**src/rtl/pc_flow_controller_pkg.sv**
```systemverilog
// Shared constants for the program-counter flow controller: opcodes, FSM states, default widths.
package pc_flow_controller_pkg;

  localparam int unsigned PC_WIDTH_DFLT    = 8;
  localparam int unsigned STACK_DEPTH_DFLT = 4;

  localparam logic [2:0] OP_NOP  = 3'b000;
  localparam logic [2:0] OP_GOTO = 3'b001;
  localparam logic [2:0] OP_BRZ  = 3'b010;
  localparam logic [2:0] OP_BRC  = 3'b011;
  localparam logic [2:0] OP_CALL = 3'b100;
  localparam logic [2:0] OP_RET  = 3'b101;
  localparam logic [2:0] OP_HALT = 3'b110;

  typedef enum logic [1:0] {
    StRun    = 2'b00,
    StFlush  = 2'b01,
    StHalted = 2'b10
  } state_e;

endpackage

```
**src/rtl/pc_flow_controller_if.sv**
```systemverilog
// Command/flag inputs from the decoder and control outputs to the program counter.
interface pc_flow_controller_if
  import pc_flow_controller_pkg::*;
#(
  parameter int unsigned PC_WIDTH = PC_WIDTH_DFLT
);

  logic                cmd_valid;
  logic [2:0]          cmd_op;
  logic [PC_WIDTH-1:0] cmd_arg;
  logic                flag_z;
  logic                flag_c;
  logic                resume;
  logic [PC_WIDTH-1:0] pc;
  logic                wr_en;
  logic                add_offset;
  logic [PC_WIDTH-1:0] counteradress;
  logic                flush;
  logic                halted;
  logic                err_ovf;
  logic                err_unf;

  modport master (
    output cmd_valid, cmd_op, cmd_arg, flag_z, flag_c, resume, pc,
    input  wr_en, add_offset, counteradress, flush, halted, err_ovf, err_unf
  );

  modport slave (
    input  cmd_valid, cmd_op, cmd_arg, flag_z, flag_c, resume, pc,
    output wr_en, add_offset, counteradress, flush, halted, err_ovf, err_unf
  );

endinterface

```
**src/rtl/pc_flow_controller_ret_stack.sv**
```systemverilog
// Return-address LIFO. sp carries one extra bit so full and empty are distinct.
module pc_flow_controller_ret_stack
  import pc_flow_controller_pkg::*;
#(
  parameter int unsigned PC_WIDTH    = PC_WIDTH_DFLT,
  parameter int unsigned STACK_DEPTH = STACK_DEPTH_DFLT
) (
  input  logic                clk,
  input  logic                res_n,
  input  logic                push,
  input  logic                pop,
  input  logic [PC_WIDTH-1:0] push_data,
  output logic [PC_WIDTH-1:0] top,
  output logic                full,
  output logic                empty
);

  localparam int unsigned PtrW = $clog2(STACK_DEPTH);

  logic [PC_WIDTH-1:0] mem_q [STACK_DEPTH];
  logic [PtrW:0]       sp_q;
  logic [PtrW-1:0]     wr_idx;
  logic [PtrW-1:0]     top_idx;

  assign wr_idx  = sp_q[PtrW-1:0];
  assign top_idx = sp_q[PtrW-1:0] - PtrW'(1);
  assign full    = (sp_q == (PtrW+1)'(STACK_DEPTH));
  assign empty   = (sp_q == '0);
  assign top     = mem_q[top_idx];

  always_ff @(posedge clk or negedge res_n) begin
    if (!res_n) begin
      sp_q <= '0;
      for (int i = 0; i < int'(STACK_DEPTH); i++) begin
        mem_q[i] <= '0;
      end
    end else if (push && !full) begin
      mem_q[wr_idx] <= push_data;
      sp_q          <= sp_q + (PtrW+1)'(1);
    end else if (pop && !empty) begin
      sp_q <= sp_q - (PtrW+1)'(1);
    end
  end

endmodule

```
**src/rtl/pc_flow_controller.sv**
```systemverilog
// Program-counter sequencing FSM: jumps, branches, call/return, halt and post-transfer flush.
module pc_flow_controller
  import pc_flow_controller_pkg::*;
#(
  parameter int unsigned PC_WIDTH    = PC_WIDTH_DFLT,
  parameter int unsigned STACK_DEPTH = STACK_DEPTH_DFLT
) (
  input logic                  clk,
  input logic                  res_n,
  pc_flow_controller_if.slave  bus
);

  state_e              state_q, state_d;
  logic                err_ovf_q, err_unf_q;
  logic                set_ovf, set_unf, clr_err;
  logic                push, pop;
  logic                stk_full, stk_empty;
  logic [PC_WIDTH-1:0] stk_top;
  logic [PC_WIDTH-1:0] ret_addr;
  logic                wr_en, add_offset, flush;
  logic [PC_WIDTH-1:0] tgt;

  assign ret_addr = bus.pc + PC_WIDTH'(1);

  pc_flow_controller_ret_stack #(
    .PC_WIDTH    (PC_WIDTH),
    .STACK_DEPTH (STACK_DEPTH)
  ) u_ret_stack (
    .clk       (clk),
    .res_n     (res_n),
    .push      (push),
    .pop       (pop),
    .push_data (ret_addr),
    .top       (stk_top),
    .full      (stk_full),
    .empty     (stk_empty)
  );

  always_ff @(posedge clk or negedge res_n) begin
    if (!res_n) begin
      state_q   <= StRun;
      err_ovf_q <= 1'b0;
      err_unf_q <= 1'b0;
    end else begin
      state_q <= state_d;
      if (clr_err) begin
        err_ovf_q <= 1'b0;
        err_unf_q <= 1'b0;
      end else begin
        if (set_ovf) err_ovf_q <= 1'b1;
        if (set_unf) err_unf_q <= 1'b1;
      end
    end
  end

  always_comb begin
    state_d    = state_q;
    wr_en      = 1'b0;
    add_offset = 1'b0;
    tgt        = '0;
    flush      = 1'b0;
    push       = 1'b0;
    pop        = 1'b0;
    set_ovf    = 1'b0;
    set_unf    = 1'b0;
    clr_err    = 1'b0;
    // Everything stays quiet while reset is asserted, including the Mealy outputs.
    if (res_n) begin
      unique case (state_q)
        StRun: begin
          if (bus.cmd_valid) begin
            unique case (bus.cmd_op)
              OP_GOTO: begin
                wr_en   = 1'b1;
                tgt     = bus.cmd_arg;
                state_d = StFlush;
              end
              OP_BRZ, OP_BRC: begin
                if ((bus.cmd_op == OP_BRZ) ? bus.flag_z : bus.flag_c) begin
                  wr_en      = 1'b1;
                  add_offset = 1'b1;
                  tgt        = bus.cmd_arg;
                  state_d    = StFlush;
                end
              end
              OP_CALL: begin
                wr_en = 1'b1;
                if (!stk_full) begin
                  push    = 1'b1;
                  tgt     = bus.cmd_arg;
                  state_d = StFlush;
                end else begin
                  set_ovf = 1'b1;
                  tgt     = bus.pc;
                  state_d = StHalted;
                end
              end
              OP_RET: begin
                if (!stk_empty) begin
                  pop     = 1'b1;
                  wr_en   = 1'b1;
                  tgt     = stk_top;
                  state_d = StFlush;
                end else begin
                  // No hold on underflow: the counter still advances this cycle.
                  set_unf = 1'b1;
                  state_d = StHalted;
                end
              end
              OP_HALT: begin
                wr_en   = 1'b1;
                tgt     = bus.pc;
                state_d = StHalted;
              end
              default: ;
            endcase
          end
        end
        StFlush: begin
          flush   = 1'b1;
          state_d = StRun;
        end
        StHalted: begin
          wr_en = 1'b1;
          tgt   = bus.pc;
          if (bus.resume) begin
            clr_err = 1'b1;
            state_d = StRun;
          end
        end
        default: state_d = StRun;
      endcase
    end
  end

  assign bus.wr_en         = wr_en;
  assign bus.add_offset    = add_offset;
  assign bus.counteradress = tgt;
  assign bus.flush         = flush;
  assign bus.halted        = (state_q == StHalted);
  assign bus.err_ovf       = err_ovf_q;
  assign bus.err_unf       = err_unf_q;

endmodule

```
**src/flat_wrapper.sv**
```systemverilog
// flat-port wrapper written by rule: the top's interface ports become plain ports
module pc_flow_controller_flat import pc_flow_controller_pkg::*;
#(
  parameter int unsigned PC_WIDTH    = PC_WIDTH_DFLT,
  parameter int unsigned STACK_DEPTH = STACK_DEPTH_DFLT
)
  (clk, res_n, bus_cmd_valid, bus_cmd_op, bus_cmd_arg, bus_flag_z, bus_flag_c, bus_resume, bus_pc, bus_wr_en, bus_add_offset, bus_counteradress, bus_flush, bus_halted, bus_err_ovf, bus_err_unf);
  pc_flow_controller_if #(.PC_WIDTH(PC_WIDTH)) bus_i ();
  input logic clk;
  input logic res_n;
  input wire logic [$bits(bus_i.cmd_valid)-1:0] bus_cmd_valid;
  input wire logic [$bits(bus_i.cmd_op)-1:0] bus_cmd_op;
  input wire logic [$bits(bus_i.cmd_arg)-1:0] bus_cmd_arg;
  input wire logic [$bits(bus_i.flag_z)-1:0] bus_flag_z;
  input wire logic [$bits(bus_i.flag_c)-1:0] bus_flag_c;
  input wire logic [$bits(bus_i.resume)-1:0] bus_resume;
  input wire logic [$bits(bus_i.pc)-1:0] bus_pc;
  output wire logic [$bits(bus_i.wr_en)-1:0] bus_wr_en;
  output wire logic [$bits(bus_i.add_offset)-1:0] bus_add_offset;
  output wire logic [$bits(bus_i.counteradress)-1:0] bus_counteradress;
  output wire logic [$bits(bus_i.flush)-1:0] bus_flush;
  output wire logic [$bits(bus_i.halted)-1:0] bus_halted;
  output wire logic [$bits(bus_i.err_ovf)-1:0] bus_err_ovf;
  output wire logic [$bits(bus_i.err_unf)-1:0] bus_err_unf;
  assign bus_i.cmd_valid = bus_cmd_valid;
  assign bus_i.cmd_op = bus_cmd_op;
  assign bus_i.cmd_arg = bus_cmd_arg;
  assign bus_i.flag_z = bus_flag_z;
  assign bus_i.flag_c = bus_flag_c;
  assign bus_i.resume = bus_resume;
  assign bus_i.pc = bus_pc;
  assign bus_wr_en = bus_i.wr_en;
  assign bus_add_offset = bus_i.add_offset;
  assign bus_counteradress = bus_i.counteradress;
  assign bus_flush = bus_i.flush;
  assign bus_halted = bus_i.halted;
  assign bus_err_ovf = bus_i.err_ovf;
  assign bus_err_unf = bus_i.err_unf;
  pc_flow_controller #(.PC_WIDTH(PC_WIDTH), .STACK_DEPTH(STACK_DEPTH)) u_core (.clk(clk), .res_n(res_n), .bus(bus_i));
endmodule
```
**config.mk**
```make
export PLATFORM = sky130hd
export DESIGN_NAME = pc_flow_controller_flat
export DESIGN_NICKNAME = d
export VERILOG_FILES = /design/src/rtl/pc_flow_controller_pkg.sv /design/src/rtl/pc_flow_controller_if.sv /design/src/rtl/pc_flow_controller_ret_stack.sv /design/src/rtl/pc_flow_controller.sv /design/src/flat_wrapper.sv
export SDC_FILE = /design/constraint.sdc
export NUM_CORES = 1
export LEC_CHECK = 0
export CORE_MARGIN = 3
export CORE_UTILIZATION = 40
export DETAILED_ROUTE_END_ITERATION = 7
export GPL_TIMING_DRIVEN = 0
export RECOVER_POWER = 50
export SETUP_SLACK_MARGIN = 0.05
export SYNTH_ARGS = -nofsm -noshare
export SYNTH_HDL_FRONTEND = slang
export SYNTH_SLANG_ARGS = --single-unit
```
**constraint.sdc**
```tcl
create_clock -name clk -period 3.5 [get_ports clk]
set_input_delay 0.7 -clock clk [delete_from_list [all_inputs] [get_ports clk]]
set_output_delay 0.7 -clock clk [all_outputs]
set_load 0.02 [all_outputs]
```
Word level (Yosys, flattened, before mapping). Cells that the tools add are included.

Register bits after elaboration: 39. Bits of input ports: 25. Output and inout bits: 14. Word-level logic and storage cells: 104.

Add/sub/neg operators: 4. Order comparisons: 3. Equal/unequal tests: 13. Multiplexer cells: 61. Bitwise operators: 2. Reductions and logical operators: 13.

Operators by type and width (number): $mux 8 (8); $pmux 8 s5 (1); $mux 1 (37); $bwmux 32 (1); $bmux 8 s2 (1); $demux 8 s2 (1); $pmux 8 s2 (1); $eq 3x3->1 const B (4); $mux 2 (5); $pmux 2 s5 (1); $add 8x1->8 const B (1); $eq 3x2->1 const B (2); $ge 3x3->1 const B (2); $mux 3 (2); $ne 6x6->1 const B (1); $not 2->3 (2); $reduce_bool 2->1 (3); $reduce_and 5->1 (1); $ne 2x2->1 const B (2); $pmux 2 s2 (1); $add 3x1->3 const B (1); $eq 3x1->1 const B (1); $logic_and 1x1->1 (3); $logic_not 3->1 (1); 12 further kinds (13).

Longest topological paths before layout. Gate-level depths: netlist of run 1.

Depth after elaboration: 10. Mapped depth: 9. Depth with buffers taken out: 8.

Modules after synthesis. A second synthesis of run 1 with hierarchy kept.

Cells, all modules: 183. Area, all modules: 2319.7 µm².

Modules (own cells, without submodules): pc_flow_controller_ret_stack (times used 1, cells each 103, area an instance 1652.8 µm², sequential area each 875.8 µm²); pc_flow_controller (times used 1, cells each 80, area an instance 666.9 µm², sequential area each 100.1 µm²).

Least setup slack after synthesis of run 1. OpenSTA, ideal clock, no wires.

Path type: register -> output. Start point: register u_core.u_ret_stack.sp_q[0]. End point: output port bus_counteradress[7]. Data arrival time: 2.156 ns. Data required time: 2.800 ns. Slack: 0.644 ns. Cell stages (with the launch flop): 8. Path buffers: 2. Cells stage by stage: dfrtp_1 > buf_2 > inv_1 > ha_1 > buf_1 > mux4_2 > a222oi_1 > nor3_1.

Cells in the longest elaborated chain, start to end: 10. Elaborated cells on any way between the ends: 13.

Ends and longest elaborated chain: start: declaration (RTL line pc_flow_controller_ret_stack.sv:21) `logic [PtrW:0] sp_q;`; start signal: assignment (RTL line pc_flow_controller_ret_stack.sv:39) `sp_q <= sp_q + (PtrW+1)'(1);`; start signal: assignment (RTL line pc_flow_controller_ret_stack.sv:41) `sp_q <= sp_q - (PtrW+1)'(1);`; $sub 2x1->2 (RTL line pc_flow_controller_ret_stack.sv:26) `assign top_idx = sp_q[PtrW-1:0] - PtrW'(1);`; net u_core.u_ret_stack.top_idx[0] (RTL line pc_flow_controller_ret_stack.sv:23) `logic [PtrW-1:0] top_idx;`; $not 2->3 (not written as such) (RTL line pc_flow_controller_ret_stack.sv:29) `assign top = mem_q[top_idx];`; $bmux 8 s2 (RTL line pc_flow_controller_ret_stack.sv:29); $mux 8 (not written as such) (2 in a row) (RTL line pc_flow_controller_ret_stack.sv:29); $mux 8 (RTL line pc_flow_controller.sv:99) `if (!stk_empty) begin`; $pmux 8 s5 (RTL line pc_flow_controller.sv:72) `unique case (bus.cmd_op)`; $mux 8 (RTL line pc_flow_controller.sv:71) `if (bus.cmd_valid) begin`; $pmux 8 s2 (RTL line pc_flow_controller.sv:69) `unique case (state_q)`; $mux 8 (RTL line pc_flow_controller.sv:68) `if (res_n) begin`; end: declaration (RTL line flat_wrapper.sv:20) `output wire logic [$bits(bus_i.counteradress)-1:0] bus_counteradress;`.

The timed path passes the listed nets, and every way through them passes these cells. The select of a mux whose other input is x is not followed.

Worst setup path in the final report of run 1.
Start point: input port bus_cmd_op[2]. End point: output port bus_counteradress[5].

Cells in the longest elaborated chain, start to end: 7. Elaborated cells on any way between the ends: 13.

Ends and longest elaborated chain: start: declaration (RTL line flat_wrapper.sv:12) `input wire logic [$bits(bus_i.cmd_op)-1:0] bus_cmd_op;`; $eq 3x2->1 (RTL line pc_flow_controller.sv:72, pc_flow_controller.sv:79); $mux 1 (RTL line pc_flow_controller.sv:79) `if ((bus.cmd_op == OP_BRZ) ? bus.flag_z : bus.flag_c) begin`; $mux 8 (RTL line pc_flow_controller.sv:79); $pmux 8 s5 * (RTL line pc_flow_controller.sv:72); $mux 8 * (RTL line pc_flow_controller.sv:71); $pmux 8 s2 * (RTL line pc_flow_controller.sv:69); $mux 8 * (RTL line pc_flow_controller.sv:68).

Mark *: on every way between the ends. The rest lies on a longest branch, timed or not.

==> metrics, run 1 <==
status finished, violations left; violations in the final reports max-capacitance violations, max-slew violations; synth top area cells dfrtp_1 (42%), mux2_2 (13%), mux4_2 (7.7%); CTS sink count 39; relative slew slack -12.36%; CP arrival about 2.6 ns; cell type with the highest aggregate area in the netlist dfrtp_1; clk_skew between 0.006 and 0.007 ns; synthesized area 2342 µm²; worst-margin pin slew ~1.7 ns; crit path launch type input pin; CP required between 2 and 3 ns; final WL around 5400 µm; ys flop type dfrtp_1; CP Cell Sequence clkdlybuf4s50_1 -> buf_2 -> nor3_1 -> nor4_2 -> buf_4 -> and3_1 -> buf_6 -> a221o_1 -> clkbuf_2; Final Wtd Congestion ~0.78; Pwr Total 1.788 mW; total CTS buffers 5; hold_ws between 0.2 and 0.3 ns; Post-Synthesis Cells 200; DRT Pass-1 Iters 4; Die Area between 6000 and 7000 µm²; fillcell total 527; Final Hold Fails 0; Initial DRC Count between 100 and 150; Vias/cell ~5.4; Worst path max stage delay approximately 0.45 ns; Syn Area/Cell 11.71 µm²; Crit Path Class in -> out; Ports 39; global-route wire length before repair about 9000 µm; Reg-to-Reg Start u_core.state_q[0]$_DFFE_PN0P_; family with the most delay on the worst path buffers and inverters; Slowest cell on crit path clkdlybuf4s50_1; Final Core Density between 50% and 60%; pin count of the biggest net entering global routing 33; fin crit period roughly 3.3 ns; layout cell share with drive strength beyond 1 approximately 28%; Synth warnings 0; DRC Markers 0; Max Cap Violations 1; critical path capture point type output pin; GR Util All Layers approximately 17%; Die Width slightly above 80 µm; antenna-violating nets left 0; sequential area share after synthesis about two fifths; cell leakage power between 1 and 1.5 nW; top cell type's share of synthesized area a little over two fifths; CTS tree built; worst vdd ir 0.0002651 V; DP HPWL 3844 µm; initial antenna violation count 0; Unique masters post-synth 40; Layout area overhead 24.57%; syn_nets ~230; CTS max path bufs 2; pwr dens about 600 nW/µm²; clock slew seen by the registers of the worst setup and hold paths approximately 0.08 ns; post-route cell area between 2000 and 3000 µm²; R2R cell count 7; vias in the first global route approximately 1.7k; PortBufs 37; dpl cell area 2818 µm²; Setup TNS 0 ns; final global-route overflow total 0; diode count 0; drt wl/cell 16.93 µm; row count 27; post-synthesis async set-or-reset flop share between 90% and 100%; root buffer cell clkbuf_8; Nets 276; Yosys reg bits 39; initial core utilization a little over two fifths; count of flip-flops with a built-in enable after synthesis 0; f_max between 300 and 400 MHz; unrepaired setup endpoints after global routing no; CP max FO 10; CP Depth 9; Slew Limit Fails 33; fin crit share between 90% and 100%; Worst Hold Class in -> async; Worst Setup SP bus_cmd_op[2]; CTS Hold Buffers Added 0; Final setup viols 0; core footprint 5574 µm²; overall die height a little over 80 µm; worst skew pair latency about 0.29 ns; WP buf/inv 5; vias approximately 1.7k; number of H-tree levels 2
==> cells in the mapped netlist (all sizes together), types with 2 or more instances <==
cell and n:
nor3 2, o22ai 2, a221o 7, buf 7, nor2 8, xnor2 7
nand2 11, ha 5, and3 7, nor2b 13, mux4 8, nand3 4
nand4 5, xor2 3, nor4 2, mux2 28, dfrtp 39, inv 5
nand2b 3, a31oi 3, a21oi 9, o21ai 12
==> timing repair <==
| item | in CTS | in global routing |
|---|---|---|
| pin swaps | 1 | 1 |
| resized for setup | 15 | 16 |
| endpoints found under the setup margin | 9 | 7 |
| buffers inserted | 0 | 1 |
==> per-layer routing <==
layer / track usage (%) / part of all wire (%) / vias to the layer above / routed length (µm)
met5: 0 / 0 / - / 0
met4: 3.922 / 0.89 / 0 / 48
met3: 3.579 / 3.1 / 5 / 168
met2: 25.88 / 46 / 24 / 2472
met1: 25.72 / 50 / 858 / 2695
li1: - / - / 835 / -
==> power by group <==
group          switching [mW]  total (mW)  internal [mW]
registers              0.0954       0.696          0.601
logic                   0.305       0.690          0.385
clock network           0.167       0.402          0.235
==> state kept, by name, indices dropped and copies added (netlist names) <==
register                  count
u_core.u_ret_stack.mem_q     32
u_core.u_ret_stack.sp_q       3
u_core.state_q                2
u_core.bus.err_ovf            1
u_core.bus.err_unf            1
==> area by class of cell <==
cell class | instances | area (µm²) | share of cell area, %
sequential | 39 | 975.9 | 33.45
clock buffer | 6 | 82.58 | 2.830
inverter | 5 | 18.77 | 0.6432
clock inverter | 2 | 38.79 | 1.329
tap | 72 | 90.09 | 3.087
buffer | 7 | 51.30 | 1.758
multi-input combinational | 148 | 1321 | 45.28
timing repair buffer | 39 | 339.1 | 11.62
==> final timing paths <==
path	to	slack (ns)
max in group asynchronous	u_core.u_ret_stack.sp_q[2]$_DFFE_PN0P_	1.32
setup reg to reg	u_core.u_ret_stack.sp_q[2]$_DFFE_PN0P_	1.02
min in group clk	u_core.u_ret_stack.mem_q[24]$_DFFE_PN0P_	0.48
hold reg to reg	u_core.u_ret_stack.mem_q[24]$_DFFE_PN0P_	0.48
setup / recovery	bus_counteradress[5]	0.20
hold / removal	u_core.state_q[1]$_DFFE_PN0P_	0.29
==> placed cells by master (no fill, tap or decap), drive strengths merged, types with 8 or more instances in the layout <==
| cell type | synthesis | final |
|---|---|---|
| a21oi | 9 | 9 |
| buf | 7 | 8 |
| clkbuf | 1 | 15 |
| clkdlybuf4s50 | 0 | 24 |
| dfrtp | 39 | 39 |
| mux2 | 28 | 28 |
| mux4 | 8 | 8 |
| nand2 | 11 | 11 |
| nor2 | 8 | 8 |
| nor2b | 13 | 13 |
| o21ai | 12 | 12 |
==> kinds of logic after synthesis <==
kind of cell	count (synthesis)	share of synthesized area, %
xor+xnor	10	3.740
buf+inv	13	2.884
flops	39	41.67
fa+ha+maj	6	3.526
compound gates	36	10.10
mux	36	21.15
simple gates	60	16.93
==> metrics by stage <==
stage,setup slack [ns],cells
3_5_place_dp,-0.3723,310
6_report,0.2008,318
3_3_place_gp,-1.688,309
4_1_cts,0.05715,317
5_1_grt,0.09631,318
2_1_floorplan,0.6443,200
No activity file was read; power rests on OpenSTA's default activity.
==> run 2: changes to the inputs <==
- CAP_MARGIN: default -> 20
==> results of run 2 <==
Same layout as run 1: the final DEF is identical, and so are final timing and power.
==> run 3: changes to the inputs <==
- ABC_AREA: default -> 1
- GPL_TIMING_DRIVEN: 0 -> default
- SYNTH_HIERARCHICAL: default -> 1
==> metrics, run 3 <==
status completed; clock slew seen by the registers of the worst setup and hold paths 0.08 ns (about the same); internal cell power 1.134 mW (-7.1%); logic gate share of total power 49.1% (+10 points); vias 2151 (+25%); number of flip-flops in the largest register 32 (unchanged); Worst Hold Class in -> async; row count 27 (unchanged); synthesized area 2412 µm² (+3.0%); DRT Pass-1 Iters 4 (unchanged); CTS Hold Buffers Added 0 (unchanged); count of flip-flops with a built-in enable after synthesis 0 (unchanged); Die Area 6999 µm² (+2.8%); Final Hold Fails 0 (unchanged); pwr dens 677.8 nW/µm² (+11%); Max Cap Violations 0 (-1); Crit Path Class in -> out; Final setup viols 0 (unchanged); number of H-tree levels 2 (unchanged); Synth warnings 6 (+6); Synth top cells by count nand2_1 (97), dfrtp_1 (39), inv_1 (26), o21ai_0 (26), nor2_1 (24); CTS tree built; post-route cell area 2927 µm² (+0.30%); fin crit period 3.351 ns (+0.05205 ns); root buffer cell clkbuf_8; most common cell after layout, fill and taps aside nand2_1; CTS sink count 39 (unchanged); area of the multi-input gates 1207 µm² (-8.6%); post-synthesis async set-or-reset flop share 100.0% (unchanged); core footprint 5675 µm² (+1.8%); Syn Area/Cell 7.562 µm² (-35%); Unique masters post-synth 32 (-20%); overall die height 83.66 µm (+1.4%); clk_skew 0.002830 ns (-0.004081 ns); most frequent cells in the layout nand2_1 (99), dfrtp_1 (39), clkdlybuf4s50_1 (29); initial antenna violation count 0 (unchanged); register area 975.9 µm² (unchanged); Layout area overhead 21.32%; f_max 298.4 MHz (-1.6%); fin cells 434 (+36%); fin crit share 95.75% (+1.5 points); final WL 5983 µm (+11%); DP HPWL 4451 µm (+16%); fillcell total 593 (+13%); GR Util All Layers 17.71% (+0.40 points); synth top area cells dfrtp_1 (40%), nand2_1 (15%), o21ai_0 (5.4%); global-route wire length before repair 10020 µm (+15%); cell type with the highest aggregate area in the netlist dfrtp_1; vias in the first global route 2018 (+21%); Die Width 83.66 µm (+1.4%); placed cell count 426 (+37%); Most Crowded Layer GR met2; met2 Resource Use GR 26.17% (+0.29 points); dpl cell area 2845 µm² (+0.98%); critical path capture point type output pin; DRC Markers 0 (unchanged); Global Route met1 Usage 26.07% (+0.35 points); Setup TNS 0 ns (unchanged); CP arrival 2.65 ns (+0.05 ns); PortBufs 38 (+2.7%); clock share of power 15.2% (-7.3 points); cell leakage power 1.524 nW (+18%); CTS max path bufs 2 (unchanged); final global-route overflow total 0 (unchanged); biggest regs u_core/u_ret_stack/mem_q: 32 flops, u_core/u_ret_stack/sp_q: 3 flops, u_core/state_q: 2 flops; Post-Synthesis Cells 319 (+60%); worst-margin pin slew 1.304 ns (-0.3810 ns); switching pwr 0.8495 mW (+50%); syn_nets 350 (+52%); switch share 42.83% (+11 points); CP max FO 8 (-2); relative slew slack 13.04% (+25 points); crit path launch type input pin; unrepaired setup endpoints after global routing no; pin count of the biggest net entering global routing 24 (-27%); Final Wtd Congestion 0.8237 (+5.7%); diode count 0 (unchanged); ys flop type dfrtp_1; grt met3 use 3.554% (-0.025 points); drt wl/cell 13.79 µm (-19%); layout cell share with drive strength beyond 1 11.60% (-17 points); Vias/cell 4.956 (-8.5%); Biggest register u_core/u_ret_stack/mem_q; sequential area share after synthesis 40.46% (-1.2 points); antenna-violating nets left 0 (unchanged); worst vdd ir 0.0003157 V (+19%); Ports 39 (unchanged); Seq pwr share 35.7% (-3.2 points); count leader, synth nand2_1; Initial DRC Count 87 (-22%); worst skew pair latency 0.29 ns (about the same); CP required 2.80 ns (about the same); Nets 392 (+42%); Slew Limit Fails 0 (-100%); initial core utilization 42.50% (+0.48 points); top cell type's share of synthesized area 40.46% (-1.2 points); total CTS buffers 5 (unchanged); Yosys reg bits 39 (unchanged)
run 3: cell count changes after synthesis, sizes merged, moves of 7 or more:
| cell | change |
|---|---|
| a221o | -7 |
| o21ai | +42 |
| nor2 | +18 |
| nand2 | +97 |
| and3 | -7 |
| inv | +30 |
| nor2b | -13 |
| mux4 | -8 |
| mux2 | -28 |
run 3: path summary, 6_finish.rpt:
kind | slack [ns] | cells past startpoint | startpoint | endpoint
min in group clk | 0.48 | 2 | u_core/u_ret_stack/mem_q[12]$_DFFE_PN0P_ | u_core/u_ret_stack/mem_q[12]$_DFFE_PN0P_
min reg2reg | 0.48 | 2 | u_core/u_ret_stack/mem_q[12]$_DFFE_PN0P_ | u_core/u_ret_stack/mem_q[12]$_DFFE_PN0P_
min | 0.31 | 1 | res_n | u_core/u_ret_stack/mem_q[25]$_DFFE_PN0P_
max reg2reg | 1.05 | 14 | u_core/u_ret_stack/sp_q[1]$_DFFE_PN0P_ | u_core/u_ret_stack/sp_q[2]$_DFFE_PN0P_
max in group asynchronous | 1.65 | 2 | res_n | u_core/u_ret_stack/mem_q[30]$_DFFE_PN0P_
max | 0.15 | 11 | bus_cmd_op[1] | bus_counteradress[3]
run 3: cells by family after synthesis:
group	after synthesis	synth area share (%)
DFF	39	40.46
AOI/OAI and AO/OA	74	17.48
adders and majority gates	6	3.423
xor gates and xnor gates	7	2.542
and+or+nand+nor	148	27.02
buffers and inverters	45	9.076
run 3: final cells by class:
cell class                      count  share of cell area, %
Clock inverter                      2                 0.4275
Clock buffer                        6                  2.480
Inverter                           37                  5.088
Tap cell                           72                  3.078
Multi-Input combinational cell    235                  41.26
Timing Repair Buffer               43                  14.32
Sequential cell                    39                  33.35
run 3: routing by layer:
| metal | wire, µm | part of all wire, % |
|---|---|---|
| met2 | 2432 | 41 |
| met1 | 3175 | 53 |
| met5 | 0 | 0 |
| met3 | 306 | 5.1 |
| met4 | 68 | 1.1 |
run 3: repair_timing:
item,in CTS,in global routing
buffers inserted,0,0
setup endpoints to repair,0,7
resized for setup,0,7
run 3: per-stage QoR:
step           worst slack [ns]  power [mW]  util, %  hold WS, ns
6_report                 0.1487       1.984    51.57       0.3087
5_1_grt                 0.02832       2.155    51.57       0.3409
4_1_cts                 0.06226       2.002    51.63       0.2346
3_5_place_dp             0.1591       1.696    50.13       0.4644
3_3_place_gp             0.1285       1.695    50.13       0.4634
2_1_floorplan            0.8208       1.379        -       0.4044
run 3: critical path, stage by stage:
cell and delay, ns:
clkdlybuf4s50_1 0.50, inv_2 0.09, nand2_1 0.10, nor2_2 0.15
nand2_2 0.10, clkinv_4 0.09, nand2_1 0.06, nand2_1 0.07
nand2_1 0.05, a21oi_1 0.12, clkdlybuf4s50_1 0.62
run 3: power groups by stage:
stage | sequential, mW | clock, mW | combinational [mW]
CTS | 0.709 | 0.309 | 0.984
global route | 0.731 | 0.333 | 1.09
detailed placement | 0.715 | 0 | 0.980
floorplan | 0.712 | 0 | 0.667
finish | 0.708 | 0.301 | 0.974
global placement | 0.714 | 0 | 0.981
